--- src/rtl/neuro_spike_decoder.sv ---
// neuro_spike_decoder
//   Output-side rate decoder. Counts spike events per neuron over a programmable
//   window of cycles. At window end it publishes the saturating counts on
//   output_data_flat with a one-cycle output_valid pulse, and exposes control,
//   status and the published counts through a small CPU register interface.
//
//   Optional feature macro: NEURO_DEC_ARGMAX_EN
//     defined   -> register 0x07 returns the index of the largest published
//                  count (lowest index on a tie, 0 when all counts are zero)
//     undefined -> register 0x07 reads 0x00 and no comparator tree is built
//
// Ports
//   clk               system clock, rising edge
//   rst               synchronous active-high reset
//   spike_valid       spike event present this cycle
//   spike_id          index of the neuron that fired
//   cpu_addr          register address
//   cpu_read_enable   read strobe
//   cpu_write_enable  write strobe (wins over a simultaneous read)
//   cpu_write_data    write data
//   cpu_read_data     registered read data, holds between reads
//   cpu_ready         one-cycle acknowledge, the cycle after a strobe
//   output_data_flat  published counts, neuron i at [i*COUNT_W +: COUNT_W]
//   output_valid      one-cycle pulse the cycle after a window is published
//
// Register map
//   0x00 ctrl        RW  bit0 en, bit1 one_shot, bit2 rearm (pulse, reads 0)
//   0x01 status      R   bit0 busy, bit1 rdy, bit2 ovf (rdy/ovf clear on read)
//   0x05 window_len  RW  0 means 256 cycles; latched at each window start
//   0x06 drop_count  R   spikes seen outside COLLECT, saturating, clear on read
//   0x07 argmax      R   see macro above
//   0x20+i published R
module neuro_spike_decoder #(
  parameter int NUM_NEURONS    = 8,
  parameter int ID_W           = 3,
  parameter int COUNT_W        = 8,
  parameter int WINDOW_DEFAULT = 16
) (
  input  logic                           clk,
  input  logic                           rst,
  input  logic                           spike_valid,
  input  logic [ID_W-1:0]                spike_id,
  input  logic [7:0]                     cpu_addr,
  input  logic                           cpu_read_enable,
  input  logic                           cpu_write_enable,
  input  logic [7:0]                     cpu_write_data,
  output logic [7:0]                     cpu_read_data,
  output logic                           cpu_ready,
  output logic [NUM_NEURONS*COUNT_W-1:0] output_data_flat,
  output logic                           output_valid
);

  localparam logic [7:0] ADDR_CTRL   = 8'h00;
  localparam logic [7:0] ADDR_STATUS = 8'h01;
  localparam logic [7:0] ADDR_WLEN   = 8'h05;
  localparam logic [7:0] ADDR_DROP   = 8'h06;
  localparam logic [7:0] ADDR_ARGMAX = 8'h07;
  localparam logic [7:0] ADDR_PUB    = 8'h20;
  localparam logic [COUNT_W-1:0] CNT_MAX = {COUNT_W{1'b1}};

  typedef enum logic [1:0] {
    S_IDLE    = 2'd0,
    S_COLLECT = 2'd1,
    S_HOLD    = 2'd2
  } state_t;

  state_t             r_state;
  state_t             w_state_next;

  logic               r_en;
  logic               r_one_shot;
  logic               r_rearm;
  logic [7:0]         r_wlen;
  logic [7:0]         r_last;      // latched L-1; 0-1 wraps to 255 giving L=256
  logic [7:0]         r_win_cnt;
  logic [COUNT_W-1:0] r_cnt [NUM_NEURONS];
  logic [COUNT_W-1:0] r_pub [NUM_NEURONS];
  logic               r_rdy;
  logic               r_ovf;
  logic [7:0]         r_drop;
  logic               r_out_valid;
  logic               r_ready;
  logic [7:0]         r_rdata;

  logic               w_wr;
  logic               w_rd;
  logic               w_busy;
  logic               w_active;
  logic               w_win_end;
  logic               w_start;
  logic               w_drop;
  logic               w_ovf_hit;
  logic [COUNT_W-1:0] w_cnt_next [NUM_NEURONS];
  logic [7:0]         w_rd_mux;
  logic [7:0]         w_argmax_rd;

  assign w_wr      = cpu_write_enable;
  assign w_rd      = cpu_read_enable & ~cpu_write_enable;
  assign w_busy    = (r_state == S_COLLECT);
  // Counting only while enabled: a COLLECT cycle with en already cleared
  // discards the partial window instead of publishing it.
  assign w_active  = w_busy & r_en;
  assign w_win_end = w_active & (r_win_cnt == r_last);
  assign w_start   = (r_state != S_COLLECT) & (w_state_next == S_COLLECT);
  assign w_drop    = spike_valid & ((r_state == S_IDLE) | (r_state == S_HOLD));

  assign cpu_read_data = r_rdata;
  assign cpu_ready     = r_ready;
  assign output_valid  = r_out_valid;

  // FSM state register
  always_ff @(posedge clk) begin
    if (rst) begin
      r_state <= S_IDLE;
    end else begin
      r_state <= w_state_next;
    end
  end

  // FSM next-state logic
  always_comb begin
    w_state_next = r_state;
    case (r_state)
      S_IDLE: begin
        if (r_en) w_state_next = S_COLLECT;
        else      w_state_next = S_IDLE;
      end
      S_COLLECT: begin
        if (!r_en)                         w_state_next = S_IDLE;
        else if (w_win_end && r_one_shot)  w_state_next = S_HOLD;
        else                               w_state_next = S_COLLECT;
      end
      S_HOLD: begin
        if (!r_en)        w_state_next = S_IDLE;
        else if (r_rearm) w_state_next = S_COLLECT;
        else              w_state_next = S_HOLD;
      end
      default: w_state_next = S_IDLE;
    endcase
  end

  // Per-neuron next count including this cycle's spike, with saturation
  always_comb begin
    w_ovf_hit = 1'b0;
    for (int i = 0; i < NUM_NEURONS; i++) begin
      w_cnt_next[i] = r_cnt[i];
      if (w_active && spike_valid && (spike_id == ID_W'(i))) begin
        if (r_cnt[i] == CNT_MAX) begin
          w_ovf_hit = 1'b1;
        end else begin
          w_cnt_next[i] = r_cnt[i] + COUNT_W'(1);
        end
      end else begin
        w_cnt_next[i] = r_cnt[i];
      end
    end
  end

  // Window counter, per-neuron counts and published snapshot
  always_ff @(posedge clk) begin
    if (rst) begin
      r_win_cnt <= 8'd0;
      r_last    <= 8'(WINDOW_DEFAULT - 1);
      for (int i = 0; i < NUM_NEURONS; i++) begin
        r_cnt[i] <= '0;
        r_pub[i] <= '0;
      end
    end else if (w_win_end) begin
      // The last-cycle spike lands in the published value, not the next window.
      r_win_cnt <= 8'd0;
      r_last    <= r_wlen - 8'd1;
      for (int i = 0; i < NUM_NEURONS; i++) begin
        r_pub[i] <= w_cnt_next[i];
        r_cnt[i] <= '0;
      end
    end else if (w_active) begin
      r_win_cnt <= r_win_cnt + 8'd1;
      for (int i = 0; i < NUM_NEURONS; i++) begin
        r_cnt[i] <= w_cnt_next[i];
      end
    end else begin
      r_win_cnt <= 8'd0;
      if (w_start) begin
        r_last <= r_wlen - 8'd1;
      end
      for (int i = 0; i < NUM_NEURONS; i++) begin
        r_cnt[i] <= '0;
      end
    end
  end

  // Control, status and drop-counter registers
  always_ff @(posedge clk) begin
    if (rst) begin
      r_en       <= 1'b0;
      r_one_shot <= 1'b0;
      r_rearm    <= 1'b0;
      r_wlen     <= 8'(WINDOW_DEFAULT);
      r_rdy      <= 1'b0;
      r_ovf      <= 1'b0;
      r_drop     <= 8'd0;
    end else begin
      r_rearm <= 1'b0;
      if (w_wr && (cpu_addr == ADDR_CTRL)) begin
        r_en       <= cpu_write_data[0];
        r_one_shot <= cpu_write_data[1];
        r_rearm    <= cpu_write_data[2];
      end
      if (w_wr && (cpu_addr == ADDR_WLEN)) begin
        r_wlen <= cpu_write_data;
      end
      // A new event wins over a clearing read in the same cycle.
      if (w_win_end)                              r_rdy <= 1'b1;
      else if (w_rd && (cpu_addr == ADDR_STATUS)) r_rdy <= 1'b0;
      if (w_ovf_hit)                              r_ovf <= 1'b1;
      else if (w_rd && (cpu_addr == ADDR_STATUS)) r_ovf <= 1'b0;
      if (w_rd && (cpu_addr == ADDR_DROP)) begin
        r_drop <= w_drop ? 8'd1 : 8'd0;
      end else if (w_drop && (r_drop != 8'hFF)) begin
        r_drop <= r_drop + 8'd1;
      end
    end
  end

  // CPU acknowledge, read data capture and publish pulse
  always_ff @(posedge clk) begin
    if (rst) begin
      r_ready     <= 1'b0;
      r_rdata     <= 8'h00;
      r_out_valid <= 1'b0;
    end else begin
      r_ready     <= w_wr | w_rd;
      r_out_valid <= w_win_end;
      if (w_rd) begin
        r_rdata <= w_rd_mux;
      end
    end
  end

  // Register read multiplexer
  always_comb begin
    w_rd_mux = 8'h00;
    case (cpu_addr)
      ADDR_CTRL:   w_rd_mux = {6'd0, r_one_shot, r_en};
      ADDR_STATUS: w_rd_mux = {5'd0, r_ovf, r_rdy, w_busy};
      ADDR_WLEN:   w_rd_mux = r_wlen;
      ADDR_DROP:   w_rd_mux = r_drop;
      ADDR_ARGMAX: w_rd_mux = w_argmax_rd;
      default: begin
        for (int i = 0; i < NUM_NEURONS; i++) begin
          if (cpu_addr == (ADDR_PUB + 8'(i))) w_rd_mux = 8'(r_pub[i]);
          else                                w_rd_mux = w_rd_mux;
        end
      end
    endcase
  end

  // Flatten the published snapshot onto the output bus
  always_comb begin
    output_data_flat = '0;
    for (int i = 0; i < NUM_NEURONS; i++) begin
      output_data_flat[i*COUNT_W +: COUNT_W] = r_pub[i];
    end
  end

`ifdef NEURO_DEC_ARGMAX_EN
  logic [7:0]         r_argmax;
  logic [7:0]         w_argmax_next;
  logic [COUNT_W-1:0] w_best;

  // Index of the largest value about to be published; strict > keeps the lowest index on ties
  always_comb begin
    w_argmax_next = 8'd0;
    w_best        = w_cnt_next[0];
    for (int i = 1; i < NUM_NEURONS; i++) begin
      if (w_cnt_next[i] > w_best) begin
        w_best        = w_cnt_next[i];
        w_argmax_next = 8'(i);
      end else begin
        w_best        = w_best;
      end
    end
  end

  // Argmax register, refreshed with each publish
  always_ff @(posedge clk) begin
    if (rst) begin
      r_argmax <= 8'd0;
    end else if (w_win_end) begin
      r_argmax <= w_argmax_next;
    end
  end

  assign w_argmax_rd = r_argmax;
`else
  assign w_argmax_rd = 8'h00;
`endif

endmodule

--- config.mk ---
export PLATFORM = sky130hd
export DESIGN_NAME = neuro_spike_decoder
export DESIGN_NICKNAME = d
export VERILOG_FILES = /design/src/rtl/neuro_spike_decoder.sv
export SDC_FILE = /design/constraint.sdc
export NUM_CORES = 1
export LEC_CHECK = 0
export CORE_ASPECT_RATIO = 0.7
export CORE_MARGIN = 2
export CORE_UTILIZATION = 40
export CTS_BUF_LIST = sky130_fd_sc_hd__clkbuf_4
export DETAILED_ROUTE_END_ITERATION = 10
export GPL_TIMING_DRIVEN = 0
export PLACE_DENSITY_LB_ADDON = 0.1
export SYNTH_ARGS = -nofsm -noshare
export SYNTH_HDL_FRONTEND = slang
export SYNTH_SLANG_ARGS = --single-unit
--- constraint.sdc ---
create_clock -name clk -period 3.8 [get_ports clk]
set_input_delay 0.76 -clock clk [delete_from_list [all_inputs] [get_ports clk]]
set_output_delay 0.76 -clock clk [all_outputs]
set_load 0.03 [all_outputs]
Word level (Yosys, flattened, before mapping)
Memories as Yosys holds them, arrays and structs flattened.
Cells that the tools add are included.
- bits in registers: 49
- memory bits (writable): 128
- bits of input ports: 24
- output and inout bits: 74
- memories kept: 2
- memories (name ; depth ; bits a word ; rd ports ; clocked after Yosys merged registers in ; wr ports ; line ; text):
    r_cnt ; 8 ; 8 ; 8 ; 0 ; 8 ; 76 ; logic [COUNT_W-1:0] r_cnt [NUM_NEURONS];
    r_pub ; 8 ; 8 ; 8 ; 0 ; 8 ; 77 ; logic [COUNT_W-1:0] r_pub [NUM_NEURONS];
- add/sub/neg operators: 11
- equality and inequality tests: 34
- multiplexer cells: 101
- bitwise gates (word level): 42
- reductions and logical operators: 25
- operator list (operator ; number):
    two-way mux 8 bit ; 61
    adder 8 x 1 -> 8 bit (second input constant) ; 10
    == test 8 x 6 -> 1 bit (second input constant) ; 8
    == test 8 bit (second input constant) ; 8
    one-hot mux 8 bit (5 select lines) ; 1
    two-way mux 1 bit ; 34
    bitwise OR 1 bit ; 34
    == test 8 x 3 -> 1 bit (second input constant) ; 3
    logical AND 1 bit ; 15
    == test 3 bit (second input constant) ; 4
    == test 8 x 1 -> 1 bit (second input constant) ; 1
    == test 8 bit ; 1
    zero test 8 bit ; 1
    two-way mux 2 bit ; 4
    inequality test 8 bit (second input constant) ; 1
    nonzero test 2 bit ; 4
    subtractor 8 x 1 -> 8 bit (second input constant) ; 1
    == test 3 x 2 -> 1 bit (second input constant) ; 2
    one-hot mux 2 bit (3 select lines) ; 1
    bitwise AND 1 bit ; 5
    == test 2 x 1 -> 1 bit (second input constant) ; 2
    inequality test 2 x 1 -> 1 bit (second input constant) ; 2
    == test 3 x 1 -> 1 bit (second input constant) ; 1
    zero test 3 bit ; 1
    6 further kinds ; 8

Depth between registers and ports, before layout
Gate-level depths: netlist of run 1.
- depth in word-level cells: 20
- depth in mapped cells: 7
- gate-level depth less buffers: 6

Worst setup path after synthesis of run 1
No wires, ideal clock.
- path type: input to register
- start: input rst
- end: memory r_pub[0][0] (enable)
- setup time: 0.688 ns
- arrival time: 2.421 ns
- required time: 3.112 ns
- setup slack: 0.691 ns
- stages on the path: 4
- buffers on the path: 2
- path through: clkbuf_1 -> inv_1 -> clkbuf_1 -> nand2_1
- RTL lines (element ; line ; text):
    start: declaration ; 40 ; input logic rst,
    end: declaration ; 77 ;

Worst setup path after layout of run 1
- start: input cpu_addr[3]
- end: register r_ovf
- longest elaborated chain between the ends: 3
- ends and longest elaborated chain (element ; line ; text):
    start: declaration ; 43 ; input logic [7:0] cpu_addr,
    == test 8 x 1 -> 1 bit ; 216 ; else if (w_rd && (cpu_addr == ADDR_STATUS)) r_ovf <= 1'b0;
    logical AND 1 bit ; 216 ;
    nonzero test 2 bit (no line) ; - ;
    end signal: assignment ; 200 ; r_ovf <= 1'b0;
    end signal: assignment ; 215 ; if (w_ovf_hit) r_ovf <= 1'b1;
    end signal: assignment ; 216 ;
    end: declaration ; 79 ; logic r_ovf;
Every way passes these cells.
A chain may end at the register's enable or synchronous reset.

==> results.json, run 1 <==
{
  "initial_utilization_pct": 40.7,
  "ioPinCount": 98,
  "clk_path_buf_depth": 2,
  "startpoint": "cpu_addr[3]",
  "slew_headroom_pct": 44.8,
  "critPathSlowestCell": "nor4_1",
  "n_fill_cell": 2089,
  "endpoint": "r_ovf$_SDFFE_PP0P_",
  "synth.mux.area_fraction_pct": 7.00,
  "total_power_mw": 3.71,
  "place.gp.congestion": 0.851,
  "die_w_um": 181,
  "cts_tree": "built",
  "synth-compound-area-share_pct": 8.08,
  "synth_top_family_by_area": "simple AND/OR/NAND/NOR gates",
  "yosys-top-cells-count": "nor2_1 (192), edfxtp_1 (96), dfxtp_1 (81)",
  "arrival_ps": 3220,
  "core_sq_um": 21600,
  "hpwl_um": 19300,
  "worst-path-buf-inv": 1,
  "ant_nets": 0,
  "syn_to_final_growth_pct": 20.5,
  "crit_family": "simple AND/OR/NAND/NOR gates",
  "layout_setup_ws_ps": 1080,
  "die-area_sq_um": 23200,
  "p_leak_nw": 3.62,
  "dieHeight_um": 128,
  "track_usage_pct": 22.2,
  "synth_top_cells_by_area": "edfxtp_1 (33%), dfxtp_1 (18%), nor2_1 (8.2%), mux2i_1 (5.5%), xnor2_1 (4.3%)",
  "grt_pass1_vias": 6561,
  "drtIter0Drc": 474,
  "r2r_cells": 6,
  "rr_endpoint": "r_cnt[0][31]$_SDFFCE_PP0P_",
  "grt_pass1_wl_um": 38400,
  "power_density_nw_per_um2": 350,
  "crit_path_max_fanout": 6,
  "finalHoldViolCount": 0,
  "synthFlopType": "edfxtp_1",
  "route.detailed.drc": 0,
  "synth-async-reset-ratio_pct": 0,
  "ir_drop_mv": 0.190,
  "synthDistinctLibCells": 68,
  "crit_path_start_kind": "input port",
  "ctsResizeCount": 0,
  "clkSlewWorstSetupHoldPaths_ps": 160,
  "cts.sinks": 177,
  "port_buffers": 96,
  "skew_ps": 26.2,
  "yosys_warnings": 0,
  "drive_above_1_share_pct": 6.68,
  "antenna_found_initial": 1,
  "fin_crit_ps": 2720,
  "drt-wirelength-per-cell_um": 19.1,
  "regToRegStartpoint": "r_win_cnt[0]$_SDFF_PP0_",
  "post_cts_buffers": 0,
  "yosysTopAreaCellShare_pct": 32.8,
  "cap_viol_max_count": 0,
  "multi_input_area_sq_um": 4180,
  "regArea_sq_um": 4500,
  "dr_total_vias": 6931,
  "synth-xor-area-share_pct": 6.38,
  "grt_max_degree": 53,
  "ctsHoldBuffers": 0,
  "final_nets": 1055,
  "wl_um": 25200,
  "worstSetupPathType": "in2reg",
  "rsz0062_at_grt": "no",
  "dr.pass1.iters": 5,
  "r2r_slack_ps": 1440,
  "rows": 45,
  "netlist_area_sq_um": 8790,
  "report.final.slew_viol_count": 0,
  "ys_seq_elements": 177,
  "clock_latency_ps": 590,
  "synth_enable_flop_cells": 96,
  "cp.depth": 6,
  "status": "finished clean",
  "synth_simple_gate_area_share_pct": 23.1,
  "avgSynthCellArea_sq_um": 10.1,
  "synth_cells": 873,
  "cts_buffers": 17,
  "overflow": 0,
  "fmax_mhz": 368,
  "finalCritPeriodShare_pct": 71.5,
  "root_buffer": "clkbuf_4",
  "synth_fa_ha_area_share_pct": 1.57,
  "dpl_worst_slack_ps": 493,
  "viasPerCell": 5.27,
  "cp_cell_sequence": "clkdlybuf4s50_1, nor4_1, nand2_1, o41ai_1, nand3_1, o41a_1",
  "cp.required_ps": 4310,
  "max_slew.worst_pin.slew_ps": 822,
  "synth-seq-area-share_pct": 51.2,
  "setup_viol": 0,
  "cts.htree.levels": 4,
  "synth_largest_area_cell": "edfxtp_1",
  "endpoint_kind": "register",
  "cpPeakStageDelay_ps": 580,
  "yosysMostFrequentCell": "nor2_1",
  "hp-class": "reg2reg"
}
through the flow:
step	cell area [sq um]	cells	utilization [%]	TNS (ps)	hold WS [ps]
2_1_floorplan	8910	904	-	0	442
3_3_place_gp	10200	1282	47.3	-59740	454
3_5_place_dp	10300	1283	47.4	0	456
4_1_cts	10600	1315	49.0	0	475
5_1_grt	10600	1316	49.0	0	495
6_report	10600	1316	49.0	0	481
registers in the layout (all words and copies together) (netlist names), 2 cells and up:
name and count:
cpu_read_data 8, r_cnt 64, r_drop 8, r_last 8, r_pub 64, r_state 2
r_win_cnt 8, r_wlen 8
cell families after synthesis:
logic type                 count (synthesis)
and+or+nand+nor                          412
DFF                                      177
AOI/OAI and AO/OA                         97
xor gates and xnor gates                  64
buffers and inverters                     56
muxes                                     55
adders and majority gates                 11
other                                      1
cell type report:
type                       instances  share of cell area [%]
inverter                          13                   0.461
tap                              282                    3.33
antenna                            1                  0.0236
clock inverter                    15                    1.93
multi-input combinational        671                    39.5
timing repair buffer              97                    9.33
buffer                            43                    1.71
clock buffer                      17                    1.21
sequential                       177                    42.5
cells in the final DEF (no fill, tap or decap), drive strengths merged, types with 9 or more instances in the layout:
master	netlist	final
nor2	192	192
clkdlybuf4s50	0	96
edfxtp	96	96
dfxtp	81	81
nand3	54	54
nand2	49	49
mux2i	48	48
clkbuf	28	45
xnor2	43	43
conb	1	32
nor3	22	22
xor2	21	21
inv	13	19
nand4	16	16
o21ai	16	16
buf	15	16
a21oi	14	14
nor4	13	13
nand2b	12	12
a22oi	11	11
ha	11	11
nor2b	10	10
and3	9	9
a211oi	9	9
routing by layer:
layer  vias up  part of all wire (%)  track usage [%]
met4         0                   1.3             6.22
li1       3410                     -                -
met2       194                    41             31.2
met1      3305                    52             34.4
met5         -                     0                0
met3        22                   6.0             4.38
where the power goes:
group          switching, mW  total (mW)  leakage [nW]  internal (mW)
Clock                  0.723        1.25         0.178          0.532
Combinational          0.212       0.345          1.82          0.134
Sequential            0.0492        2.11          1.62           2.06
Total                  0.984        3.71          3.62           2.73
worst min-delay path by stage:
stage / start / endpoint / slack, ps / cells past startpoint
2_1_floorplan: r_rdy$_SDFFE_PP0P_ / r_rdy$_SDFFE_PP0P_ / 440 / 2
6_report: r_rdy$_SDFFE_PP0P_ / r_rdy$_SDFFE_PP0P_ / 480 / 2
3_3_place_gp: r_rdy$_SDFFE_PP0P_ / r_rdy$_SDFFE_PP0P_ / 450 / 2
3_5_place_dp: r_rdy$_SDFFE_PP0P_ / r_rdy$_SDFFE_PP0P_ / 460 / 2
4_1_cts: r_rdy$_SDFFE_PP0P_ / r_rdy$_SDFFE_PP0P_ / 470 / 2
5_1_grt: r_rdy$_SDFFE_PP0P_ / r_rdy$_SDFFE_PP0P_ / 490 / 2
worst reg2reg max path, cell delays in order, from the launching register on:
cell and delay, ps:
dfxtp_1 480, xnor2_1 160, nand4_1 200, or2_2 360
nand3_1 190, clkbuf_1 590, nor2_1 110
Note: power is estimated with default switching activity, not from simulation.
==> run 2, diff against run 1 <==
==> constraint.sdc (replaced) <==
create_clock -name clk -period 2.5 [get_ports clk]
set_input_delay 0.5 -clock clk [delete_from_list [all_inputs] [get_ports clk]]
set_output_delay 0.5 -clock clk [all_outputs]
set_load 0.03 [all_outputs]
==> run 2 against run 1 <==
Against the previous run: via count grew 1.5%; largest cell class unchanged; the flow now finishes with violations (setup timing); clock-buffer cell count is the same; non-clock buffer count is the same; total power grew 42%; worst setup slack lost 1200 ps.
==> results.json, run 2 (synthesis gave the netlist of run 1 again) <==
{
  "status": "complete, but fails checks",
  "violations": "setup timing",
  "syn_to_final_growth_pct": 19.6,
  "mostFrequentLayoutCells": "nor2_1 (192), clkdlybuf4s50_1 (96), edfxtp_1 (96), dfxtp_1 (81), nand3_1 (52)",
  "setup_viol": 1,
  "die_w_um": 181,
  "drt-wirelength-per-cell_um": 19.3,
  "fmax_mhz": 386,
  "p_seq_share_pct": 60.8,
  "layout_setup_ws_ps": -93.7,
  "post_cts_buffers": 0,
  "endpoint_kind": "register",
  "n_fill_cell": 2086,
  "ctsHoldBuffers": 0,
  "dr_total_vias": 7037,
  "grt_pass1_wl_um": 38400,
  "grt.busiest_layer": "met1",
  "viasPerCell": 5.35,
  "place.gp.congestion": 0.869,
  "clk_path_buf_depth": 2,
  "report.final.slew_viol_count": 0,
  "wl_um": 25400,
  "cts_tree": "built",
  "rows": 45,
  "port_buffers": 96,
  "core_sq_um": 21600,
  "ioPinCount": 98,
  "drive_above_1_share_pct": 6.68,
  "fin_crit_ps": 2590,
  "power_density_nw_per_um2": 502,
  "cts.htree.levels": 4,
  "switching_share_pct": 28.8,
  "slew_headroom_pct": 46.6,
  "combPwrFrac_pct": 9.9,
  "clock_latency_ps": 610,
  "max_slew.worst_pin.slew_ps": 801,
  "skew_ps": 29.8,
  "crit_path_start_kind": "input port",
  "rsz0062_at_grt": "no",
  "dr.pass1.iters": 5,
  "hp-class": "reg2reg",
  "grt_max_degree": 53,
  "met2_usage_pct": 30.6,
  "cp.required_ps": 3000,
  "antenna_found_initial": 1,
  "instances_no_fill": 1316,
  "finalCritPeriodShare_pct": 104,
  "dpl_worst_slack_ps": -544,
  "switchingPower_mw": 1.52,
  "final_nets": 1055,
  "cap_viol_max_count": 0,
  "p_leak_nw": 3.58,
  "ir_drop_mv": 0.275,
  "p_int_mw": 3.76,
  "dieHeight_um": 128,
  "track_usage_pct": 22.2,
  "worstSetupPathType": "in2reg",
  "clkSlewWorstSetupHoldPaths_ps": 160,
  "ant_nets": 0,
  "route.detailed.drc": 0,
  "met1_usage_pct": 34.6,
  "cts.sinks": 177,
  "arrival_ps": 3100,
  "crit_path_max_fanout": 6,
  "drtIter0Drc": 556,
  "use_met3_pct": 4.80,
  "placed_cells": 1283,
  "initial_utilization_pct": 40.7,
  "root_buffer": "clkbuf_4",
  "hpwl_um": 19300,
  "ctsResizeCount": 0,
  "die-area_sq_um": 23200,
  "cts_buffers": 17,
  "final_common_cell": "nor2_1",
  "overflow": 0,
  "finalHoldViolCount": 0,
  "grt_pass1_vias": 6505,
  "largestRegisters": "r_cnt (64), r_pub (64)",
  "p_clk_share_pct": 29.3
}
-- run 2: final timing paths --
check                     startpoint                          to  slack, ps  cells past startpoint
max                      cpu_addr[3]          r_ovf$_SDFFE_PP0P_        -90                      6
min               r_rdy$_SDFFE_PP0P_          r_rdy$_SDFFE_PP0P_        480                      2
max reg2reg  r_win_cnt[0]$_SDFF_PP0_  r_cnt[0][31]$_SDFFCE_PP0P_        140                      6
min reg2reg       r_rdy$_SDFFE_PP0P_          r_rdy$_SDFFE_PP0P_        480                      2
-- run 2: power groups by stage --
| stage | clock network (mW) | logic [mW] | registers [mW] |
|---|---|---|---|
| floorplan | 0 | 0.187 | 3.34 |
| global placement | 0 | 0.515 | 3.27 |
| detailed placement | 0 | 0.520 | 3.27 |
| CTS | 1.60 | 0.522 | 3.21 |
| global route | 1.72 | 0.555 | 3.22 |
| finish | 1.55 | 0.524 | 3.21 |
-- run 2: per-stage QoR --
| stage | TNS, ps | hold slack (ps) | power [mW] | area (sq um) | utilization [%] |
|---|---|---|---|---|---|
| detailed placement | -38370 | 458 | 3.79 | 10300 | 47.4 |
| global route | 0 | 444 | 5.49 | 10500 | 48.6 |
| global placement | -93110 | 454 | 3.79 | 10200 | 47.3 |
| CTS | 0 | 436 | 5.33 | 10500 | 48.6 |
| finish | -93.7 | 480 | 5.28 | 10500 | 48.6 |
| floorplan | 0 | 442 | 3.53 | 8910 | - |
-- run 2: critical path, stage by stage --
cell and delay [ps]:
clkdlybuf4s50_1 470, nor4_1 570, nand2_1 280, o41ai_1 610, nand3_1 210, o41a_1 460
-- run 2: final cells by class --
type,instances,area (sq um),area share (%)
Timing Repair Buffer,97,988,9.40
Inverter,13,48.8,0.464
Multi-Input combinational cell,671,4180,39.8
Clock buffer,17,128,1.21
Tap cell,282,353,3.36
Antenna cell,1,2.50,0.0238
Sequential cell,177,4500,42.8
Clock inverter,15,126,1.20
Buffer,43,181,1.73
-- run 2: metal layers --
metal  part of all wire [%]  routed length (um)  vias up
li1                       -                   -     3416
met1                     51               13000     3401
met2                     41               10400      193
met3                    6.3                1590       27
met4                    1.4                 357        0
met5                      0                   0        -
